[src/rtl/uart_baud_gen.sv]
// ---------------------------------------------------------------------------
// uart_baud_gen
//
// Baud-tick generator for the UART datapath. A programmable prescaler divides
// clk into an oversample tick (os_tick) for the receiver. A phase counter,
// advanced by os_tick, produces a bit-period tick (bit_tick) for the
// transmitter and a mid-bit tick (mid_tick) for receiver sampling.
//
// Parameters
//   CLK_FREQ    system clock frequency in Hz
//   BAUD        reset-default baud rate
//   OVERSAMPLE  oversample ticks per bit (even, >= 4)
//   DIV_W       width of the divisor register and prescaler counter
//
// Ports
//   clk        in   system clock, rising edge
//   rst_n      in   asynchronous active-low reset
//   en         in   count enable; low holds counters at zero
//   sync       in   single-cycle phase restart (RX start-bit detect)
//   div_load   in   load div_value into the divisor register
//   div_value  in   new divisor, clk cycles per oversample tick (0 -> 1)
//   div_q      out  current divisor register
//   os_tick    out  one-cycle pulse per oversample period
//   mid_tick   out  one-cycle pulse at the bit midpoint
//   bit_tick   out  one-cycle pulse per bit period
// ---------------------------------------------------------------------------
module uart_baud_gen #(
  parameter int CLK_FREQ   = 100_000_000,
  parameter int BAUD       = 9600,
  parameter int OVERSAMPLE = 16,
  parameter int DIV_W      = 16
) (
  input  logic             clk,
  input  logic             rst_n,
  input  logic             en,
  input  logic             sync,
  input  logic             div_load,
  input  logic [DIV_W-1:0] div_value,
  output logic [DIV_W-1:0] div_q,
  output logic             os_tick,
  output logic             mid_tick,
  output logic             bit_tick
);

  localparam longint DEFAULT_DIV = longint'(CLK_FREQ) / (longint'(BAUD) * longint'(OVERSAMPLE));
  localparam longint DIV_LIMIT   = longint'(1) << DIV_W;
  localparam int     PH_W        = $clog2(OVERSAMPLE);

  localparam logic [DIV_W-1:0] DIV_RST  = DIV_W'(DEFAULT_DIV);
  localparam logic [PH_W-1:0]  PH_LAST  = PH_W'(OVERSAMPLE - 1);
  localparam logic [PH_W-1:0]  PH_MID   = PH_W'(OVERSAMPLE / 2 - 1);

  if (DEFAULT_DIV < 1 || DEFAULT_DIV >= DIV_LIMIT) begin : g_bad_div
    $error("uart_baud_gen: DEFAULT_DIV out of range for DIV_W");
  end

  if (OVERSAMPLE < 4 || (OVERSAMPLE % 2) != 0) begin : g_bad_os
    $error("uart_baud_gen: OVERSAMPLE must be even and >= 4");
  end

  logic [DIV_W-1:0] cnt;
  logic [PH_W-1:0]  ph;
  logic             cnt_tc;
  logic             ph_last;
  logic             ph_mid;
  logic [DIV_W-1:0] div_next;

  // div_q is never zero, so div_q-1 cannot wrap.
  always_comb begin
    cnt_tc   = (cnt == (div_q - DIV_W'(1)));
    ph_last  = (ph == PH_LAST);
    ph_mid   = (ph == PH_MID);
    div_next = (div_value == '0) ? DIV_W'(1) : div_value;
  end

  always_ff @(posedge clk or negedge rst_n) begin
    if (!rst_n) begin
      div_q    <= DIV_RST;
      cnt      <= '0;
      ph       <= '0;
      os_tick  <= 1'b0;
      mid_tick <= 1'b0;
      bit_tick <= 1'b0;
    end else if (div_load) begin
      div_q    <= div_next;
      cnt      <= '0;
      ph       <= '0;
      os_tick  <= 1'b0;
      mid_tick <= 1'b0;
      bit_tick <= 1'b0;
    end else if (sync || !en) begin
      cnt      <= '0;
      ph       <= '0;
      os_tick  <= 1'b0;
      mid_tick <= 1'b0;
      bit_tick <= 1'b0;
    end else begin
      mid_tick <= 1'b0;
      bit_tick <= 1'b0;
      if (cnt_tc) begin
        cnt     <= '0;
        os_tick <= 1'b1;
        // Phase advances once per oversample period; mid and bit ticks
        // therefore always coincide with an os_tick.
        if (ph_last) begin
          ph       <= '0;
          bit_tick <= 1'b1;
        end else begin
          ph <= ph + PH_W'(1);
        end
        if (ph_mid) begin
          mid_tick <= 1'b1;
        end
      end else begin
        cnt     <= cnt + DIV_W'(1);
        os_tick <= 1'b0;
      end
    end
  end

endmodule

[config.mk]
export PLATFORM = sky130hd
export DESIGN_NAME = uart_baud_gen
export DESIGN_NICKNAME = d
export VERILOG_FILES = /design/src/rtl/uart_baud_gen.sv
export SDC_FILE = /design/constraint.sdc
export NUM_CORES = 1
export LEC_CHECK = 0
export ABC_AREA = 1
export CAP_MARGIN = 10
export CORE_MARGIN = 8
export CORE_UTILIZATION = 55
export CTS_CLUSTER_DIAMETER = 100
export DETAILED_ROUTE_END_ITERATION = 8
export GPL_ROUTABILITY_DRIVEN = 0
export PLACE_DENSITY_LB_ADDON = 0.2
export SYNTH_ARGS = -nofsm -noshare
export SYNTH_HDL_FRONTEND = slang
export SYNTH_SLANG_ARGS = --single-unit
[constraint.sdc]
create_clock -name clk -period 4.5 [get_ports clk]
set_clock_uncertainty 0.05 [all_clocks]
set_input_delay 0.675 -clock clk [delete_from_list [all_inputs] [get_ports clk]]
set_output_delay 0.675 -clock clk [all_outputs]
set_load 0.03 [all_outputs]
==> results of run 1 <==
==> layout make-up <==
class / instances / area, sq um
well taps: 52 / 65.06
multi-input cells: 262 / 1297
clock buffers: 6 / 82.58
repair buffers: 39 / 385.4
flip-flops and latches: 39 / 982.2
fillers: 344 / 1323
inverters: 49 / 183.9
clock inverters: 2 / 35.03
==> layer usage <==
layer,wire length (um),track usage,part of all wire,up-vias
met3,458,0.04785,0.072,10
li1,-,-,-,1196
met5,0,0,0,-
met4,106,0.06230,0.017,0
met1,2910,0.2484,0.45,1099
met2,2926,0.2970,0.46,94
==> worst min-delay path by stage <==
stage / slack (ns) / from / end / cells past startpoint
after floorplan: 0.33 / rst_n / bit_tick$_DFF_PN0_ / 0
after global placement: 0.46 / cnt[0]$_DFF_PN0_ / cnt[0]$_DFF_PN0_ / 1
after detailed placement: 0.49 / div_q[15]$_DFFE_PN0P_ / div_q[15]$_DFFE_PN0P_ / 2
after CTS: 0.47 / rst_n / cnt[2]$_DFF_PN0_ / 1
after global routing: 0.51 / rst_n / cnt[3]$_DFF_PN0_ / 1
final: 0.43 / rst_n / cnt[2]$_DFF_PN0_ / 1
==> kinds of logic (layout without fill, tap and decap cells) <==
group / Yosys count / after routing
flops: 39 / 39
buf+inv: 54 / 96
xor+xnor: 14 / 14
fa+ha+maj: 3 / 3
compound gates: 26 / 26
simple gates: 219 / 219
==> registers in the layout, indices dropped and copies added (netlist names) <==
name and cells:
os_tick 1, bit_tick 1, ph 4, mid_tick 1, div_q 16, cnt 16
==> power by group through the flow <==
stage                     combinational (uW)  clock (uW)  sequential [uW]
after floorplan                         84.9           0              417
after global placement                   180           0              395
after detailed placement                 184           0              395
after CTS                                184         303              389
after global routing                     202         323              392
final                                    183         303              389
==> per-stage QoR <==
stage | util | hold slack, ns | setup slack [ns] | cell area (sq um)
detailed placement | 0.6693 | 0.4866 | 1.626 | 2914
finish | 0.6963 | 0.4350 | 1.944 | 3032
global placement | 0.6693 | 0.4590 | 1.769 | 2914
CTS | 0.6963 | 0.4661 | 1.960 | 3032
global route | 0.6963 | 0.5115 | 1.734 | 3032
floorplan | - | 0.3294 | 2.367 | 2494
==> worst register-to-register path, stage by stage, from the launching register on <==
cell	delay, ns
dfstp_2	0.57
inv_2	0.08
ha_1	0.31
inv_1	0.06
nand2_1	0.04
nand2_1	0.06
nand2_1	0.06
nor2_1	0.12
nand3_1	0.12
nor2_1	0.13
nand3_1	0.10
nor2_2	0.23
nand2_4	0.11
nand2_4	0.21
nand2_1	0.10
nand2_1	0.07
==> cells in the mapped netlist, types with 2 or more instances <==
cell      count  area [sq um]
clkbuf_1      3         11.26
nand2_1     111         416.7
dfstp_2       5         131.4
xor2_1        8         70.07
xnor2_1       6         52.55
nor2_1       43         161.4
nand3b_1      2         15.01
inv_1        41         153.9
o21ai_0      20         100.1
nor4_1        6         37.54
nand4_1       6         37.54
nor2_4        5         56.30
o21ai_1       3         15.01
dfrtp_1      34         850.8
inv_2         8         30.03
nand3_1      25         125.1
ha_1          3         37.54
nor3_1        4         20.02
nand2_2       6         37.54
nor2_2        7         43.79
nand2_4       2         22.52
==> results by group, run 1 <==
Setup path
  – Crit-path max cell delay: 1.11 ns
  – Levels on crit path: 7
  – Worst EP required: 4.68 ns
  – CP bufs+invs: 3
  – Crit-path cells: clkdlybuf4s50_1 > inv_1 > nand3_1 > inv_1 > nand2_4 > nand2_1 > nand2_1
  – Critical path startpoint: div_load
  – CP arrival: 2.74 ns
  – Worst R2R Setup Slack: 2.03 ns
  – Reg-to-reg endpoint: ph[2]$_DFFE_PN0P_
  – Top cell family by delay on the critical path: buffers and inverters
  – CP max stage cell: clkdlybuf4s50_1
  – Reg2reg path depth: 15
  – Worst r2r src: div_q[0]$_DFFE_PN1P_
  – Critical path peak fanout: 32
  – CP Capture Type: flip-flop
  – Worst setup SP type: primary input
  – Crit path to: ph[2]$_DFFE_PN0P_
  – CP Class: in2reg

Clock tree
  – CTS tree: done
  – CTS H-Tree Depth: 2
  – Clock Latency Late Sink: 0.29 ns
  – Total CTS buffers: 5
  – CTS root buf: clkbuf_8
  – Max clock buf depth: 2
  – Worst-path clk slew: 0.08 ns
  – Post-CTS Setup Bufs: 0
  – PostCTS Resize Cnt: 0
  – Hold Buf Count CTS: 0
  – Clock sink count: 39

Routing
  – Drt pass-1 iters: 5
  – Vias/cell: 5.343
  – Post-route ant nets: 0
  – WL per Instance: 14.26 um
  – DRC Markers: 0
  – Final wirelength: 6401 um
  – DR iter-0 viols: 206
  – DR vias: 2,399

Place
  – Port bufs: 39
  – DP HPWL: 5020 um
  – Placed insts: 441

Logic synthesis
  – Synth Instances: 355
  – Number of synthesized flops with an enable pin: 0
  – Post-Synth Simple-Gate Area: 0.4004
  – Compound-Gate Fraction of Synth Area: 0.05569
  – Post-synth cell types: 28
  – Post-synthesis adder-cell area fraction: 0.01505
  – Ys async rst share: 1.000
  – Synth warnings: 0
  – Mux contribution to synthesized area: 0
  – Largest family of logic cells by synthesized area: simple AND/OR/NAND/NOR gates
  – Net Count, Synth: 379
  – Cell area after synthesis: 0.002494 sq mm
  – Sequential-to-total area share from yosys stat: 0.3939
  – XOR/XNOR Fraction of Synth Area: 0.04917
  – Synthesis-stage register bit count: 39
  – Primary FF master, synth: dfrtp_1
  – Syn_area_per_cell: 7.024 sq um

Floorplanning
  – Starting Density: 0.5727
  – Die area: 0.006945 sq mm
  – Core area: 0.004354 sq mm
  – Site Rows: 24
  – Die height: 83.34 um
  – Die W: 83.34 um
  – I/O pins: 40

Pwr
  – Clock power share: 0.346
  – Worst VDD drop: 0.2185 mV
  – Internal power: 617.4 uW
  – Gate power share: 0.209
  – Total power: 875.6 uW
  – Sw frac: 0.2949
  – Switching pwr: 258.2 uW
  – Pwr/cell area: 288.8 mW/mm^2
  – Seq pwr share: 0.444
  – Leak: 0.001410 uW

Timing
  – Slew Viols, Final: 0
  – Worst-Margin Slew: 0.9713 ns
  – Unrepaired setup endpoints after global routing: no
  – Max Clk Rate: 391.2 MHz
  – Rel. slew slack: 0.3504
  – Finish-stage setup viols: 0
  – Final Critical Period: 2.556 ns
  – Period utilization: 0.5680
  – Hold Vio Cnt, Final: 0
  – Setup TNS: 0 ns

Global routing
  – Largest net degree at the start of global routing: 40
  – Gr ovfl total: 0
  – Aggregate global-route resource usage: 0.1901
  – Initial antenna violation count: 0
  – Vias in the first global route: 2,353
  – Global-route wire length before repair: 11,010 um

Min path
  – Worst Hold Class: in2async

Finish
  – Nets: 420
  – Most frequent cells in the layout: nand2_1 (111), nor2_1 (43), inv_1 (41)
  – P&R area growth vs syn: 21.58%
  – Share of cells above drive strength 1: 0.1083
  – Final std cells w/o fill: 449
  – Most common cell after layout, fill and taps aside: nand2_1
  – N_diodes: 0

Status
  – Status: completed

Flow run
  – Max Cap Viol: 0
Note: power is estimated with default switching activity, not from simulation.
==> inputs of run 2 (changes only) <==
CORE_UTILIZATION = 49   (was 55)
clock period = 2.3 ns   (was 4.5 ns; I/O delays follow)
==> results by group, run 2 (synthesis results as in run 1) <==
Pwr
  – Gate power share: 0.218
  – Switching pwr: 518.0 uW
  – Internal power: 1220 uW
  – Worst VDD drop: 0.3871 mV
  – Clock power share: 0.345
  – Sw frac: 0.2980
  – Pwr/cell area: 550.6 mW/mm^2
  – Leak: 0.001441 uW
  – Seq pwr share: 0.437

Timing
  – Finish-stage setup viols: 0
  – Slew Viols, Final: 0
  – Max Clk Rate: 454.2 MHz
  – Setup ws final: 0.09852 ns
  – Period utilization: 0.9572
  – Rel. slew slack: 0.6179
  – Final Critical Period: 2.201 ns
  – Worst-Margin Slew: 0.5725 ns
  – Setup TNS: 0 ns
  – Hold Vio Cnt, Final: 0

Floorplanning
  – Site Rows: 26
  – Core area: 0.005010 sq mm
  – Die area: 0.007627 sq mm
  – Die height: 87.34 um
  – I/O pins: 40
  – Starting Density: 0.4978
  – Die W: 87.34 um

Setup path
  – CP max stage cell: dfstp_2
  – Worst setup SP type: flip-flop
  – Worst EP required: 2.43 ns
  – CP Class: reg2reg
  – Critical path startpoint: div_q[0]$_DFFE_PN1P_
  – Crit-path cells: inv_2 > ha_4 > inv_1 > nand2_1 > nand2_1 > nand2_1 > nor2_1 > nand3_1 > nor2_1 > nand3_1 > nor2_4 > nand2_4 > nand2_4 > nor2_1
  – Crit-path max cell delay: 0.57 ns
  – CP arrival: 2.33 ns
  – Worst r2r src: div_q[0]$_DFFE_PN1P_
  – Critical path peak fanout: 7
  – CP Capture Type: flip-flop

Finish
  – P&R area growth vs syn: 26.59%
  – Top Registers: cnt x16, div_q x16, ph x4
  – Final-layout fill cell count: 470
  – Most frequent cells in the layout: nand2_1 (111), nor2_1 (43), inv_1 (41)
  – N_diodes: 0
  – Most common cell after layout, fill and taps aside: nand2_1
  – Share of cells above drive strength 1: 0.1262
  – Nets: 427

Clock tree
  – Worst-path clk slew: 0.08 ns
  – CTS tree: done
  – Total CTS buffers: 5
  – Max clock buf depth: 2
  – CTS H-Tree Depth: 2
  – Clock sink count: 39
  – Clock Latency Late Sink: 0.29 ns
  – CTS root buf: clkbuf_8

Routing
  – Post-route ant nets: 0
  – DR iter-0 viols: 179
  – Vias/cell: 5.084
  – Final wirelength: 6912 um
  – WL per Instance: 14.58 um
  – DR vias: 2,410
  – DRC Markers: 0
  – Drt pass-1 iters: 7

Global routing
  – Initial antenna violation count: 0
  – Vias in the first global route: 2,345
  – Aggregate global-route resource usage: 0.1850
  – Gr ovfl total: 0
  – Global-route wire length before repair: 11,030 um
  – Largest net degree at the start of global routing: 32

Place
  – Port bufs: 39
  – Post-place setup slack: 0.06803 ns
  – DP HPWL: 5235 um

Min path
  – Hold Startpoint: cnt[0]$_DFF_PN0_
  – Worst Hold Class: reg2reg

Flow run
  – Max Cap Viol: 0

Status
  – Status: completed
==> run 2: cell types whose count changed in the layout (fill, tap and decap cells not counted) <==
cell,change
nor2_2,-1
buf_4,+4
nor2_4,+1
dlygate4sd3_1,+1
ha_1,-1
nand3_1,-1
nand2_8,+2
ha_4,+1
nand3_2,+1
==> run 2: path summary, 6_finish.rpt <==
check	end	depth (start not counted)	slack [ns]
worst max-delay path	cnt[7]$_DFF_PN0_	14	0.1
worst min-delay path	cnt[0]$_DFF_PN0_	1	0.48
worst max register to register	cnt[7]$_DFF_PN0_	14	0.1
worst min register to register	cnt[0]$_DFF_PN0_	1	0.48
max in group asynchronous	ph[2]$_DFFE_PN0P_	3	1.05
min in group asynchronous	div_q[8]$_DFFE_PN0P_	2	0.49
==> run 2: per-layer routing <==
metal | vias to the layer above | wire length (um) | track usage
li1 | 1215 | - | -
met2 | 61 | 3306 | 0.2982
met4 | 0 | 84 | 0.04063
met5 | - | 0 | 0
met3 | 9 | 442 | 0.04717
met1 | 1125 | 3078 | 0.2410
==> run 2: timing repair <==
item,in CTS,in global routing
resized for setup,0,5
hold buffers,1,0
setup buffers,0,2
endpoints found under the hold margin,13,0
endpoints found under the setup margin,0,22
==> run 2: layout make-up <==
cell class	instances	area [sq um]	area share
Multi-Input combinational cell	264	1360	0.4308
Sequential cell	39	982.2	0.3111
Timing Repair Buffer	44	425.4	0.1348
Inverter	49	183.9	0.05826
Tap cell	70	87.58	0.02774
Clock buffer	6	82.58	0.02616
Clock inverter	2	35.03	0.01110
==> run 2: critical path: cells and delay by family (launching register included) <==
kind                     cells  cell delay (ns)
adder cells (fa/ha/maj)      1             0.24
buffers and inverters        2             0.13
flip-flops                   1             0.57
AND/OR/NAND/NOR             11             1.09
==> run 2: power by group through the flow <==
| stage | combinational [uW] | clock, uW | sequential [uW] |
|---|---|---|---|
| CTS | 365 | 610 | 761 |
| global route | 418 | 640 | 767 |
| floorplan | 166 | 0 | 817 |
| detailed placement | 363 | 0 | 774 |
| finish | 379 | 599 | 760 |
| global placement | 360 | 0 | 773 |
==> run 2: per-stage QoR <==
step	hold slack (ns)	util	std cells	total power, uW	instance area (sq um)
2_1_floorplan	-0.0005911	-	355	982.8	2494
3_3_place_gp	0.2694	0.5892	461	1133	2952
3_5_place_dp	0.2763	0.5892	461	1137	2952
4_1_cts	0.4878	0.6146	470	1736	3079
5_1_grt	0.5046	0.6301	474	1824	3157
6_report	0.4797	0.6301	474	1738	3157
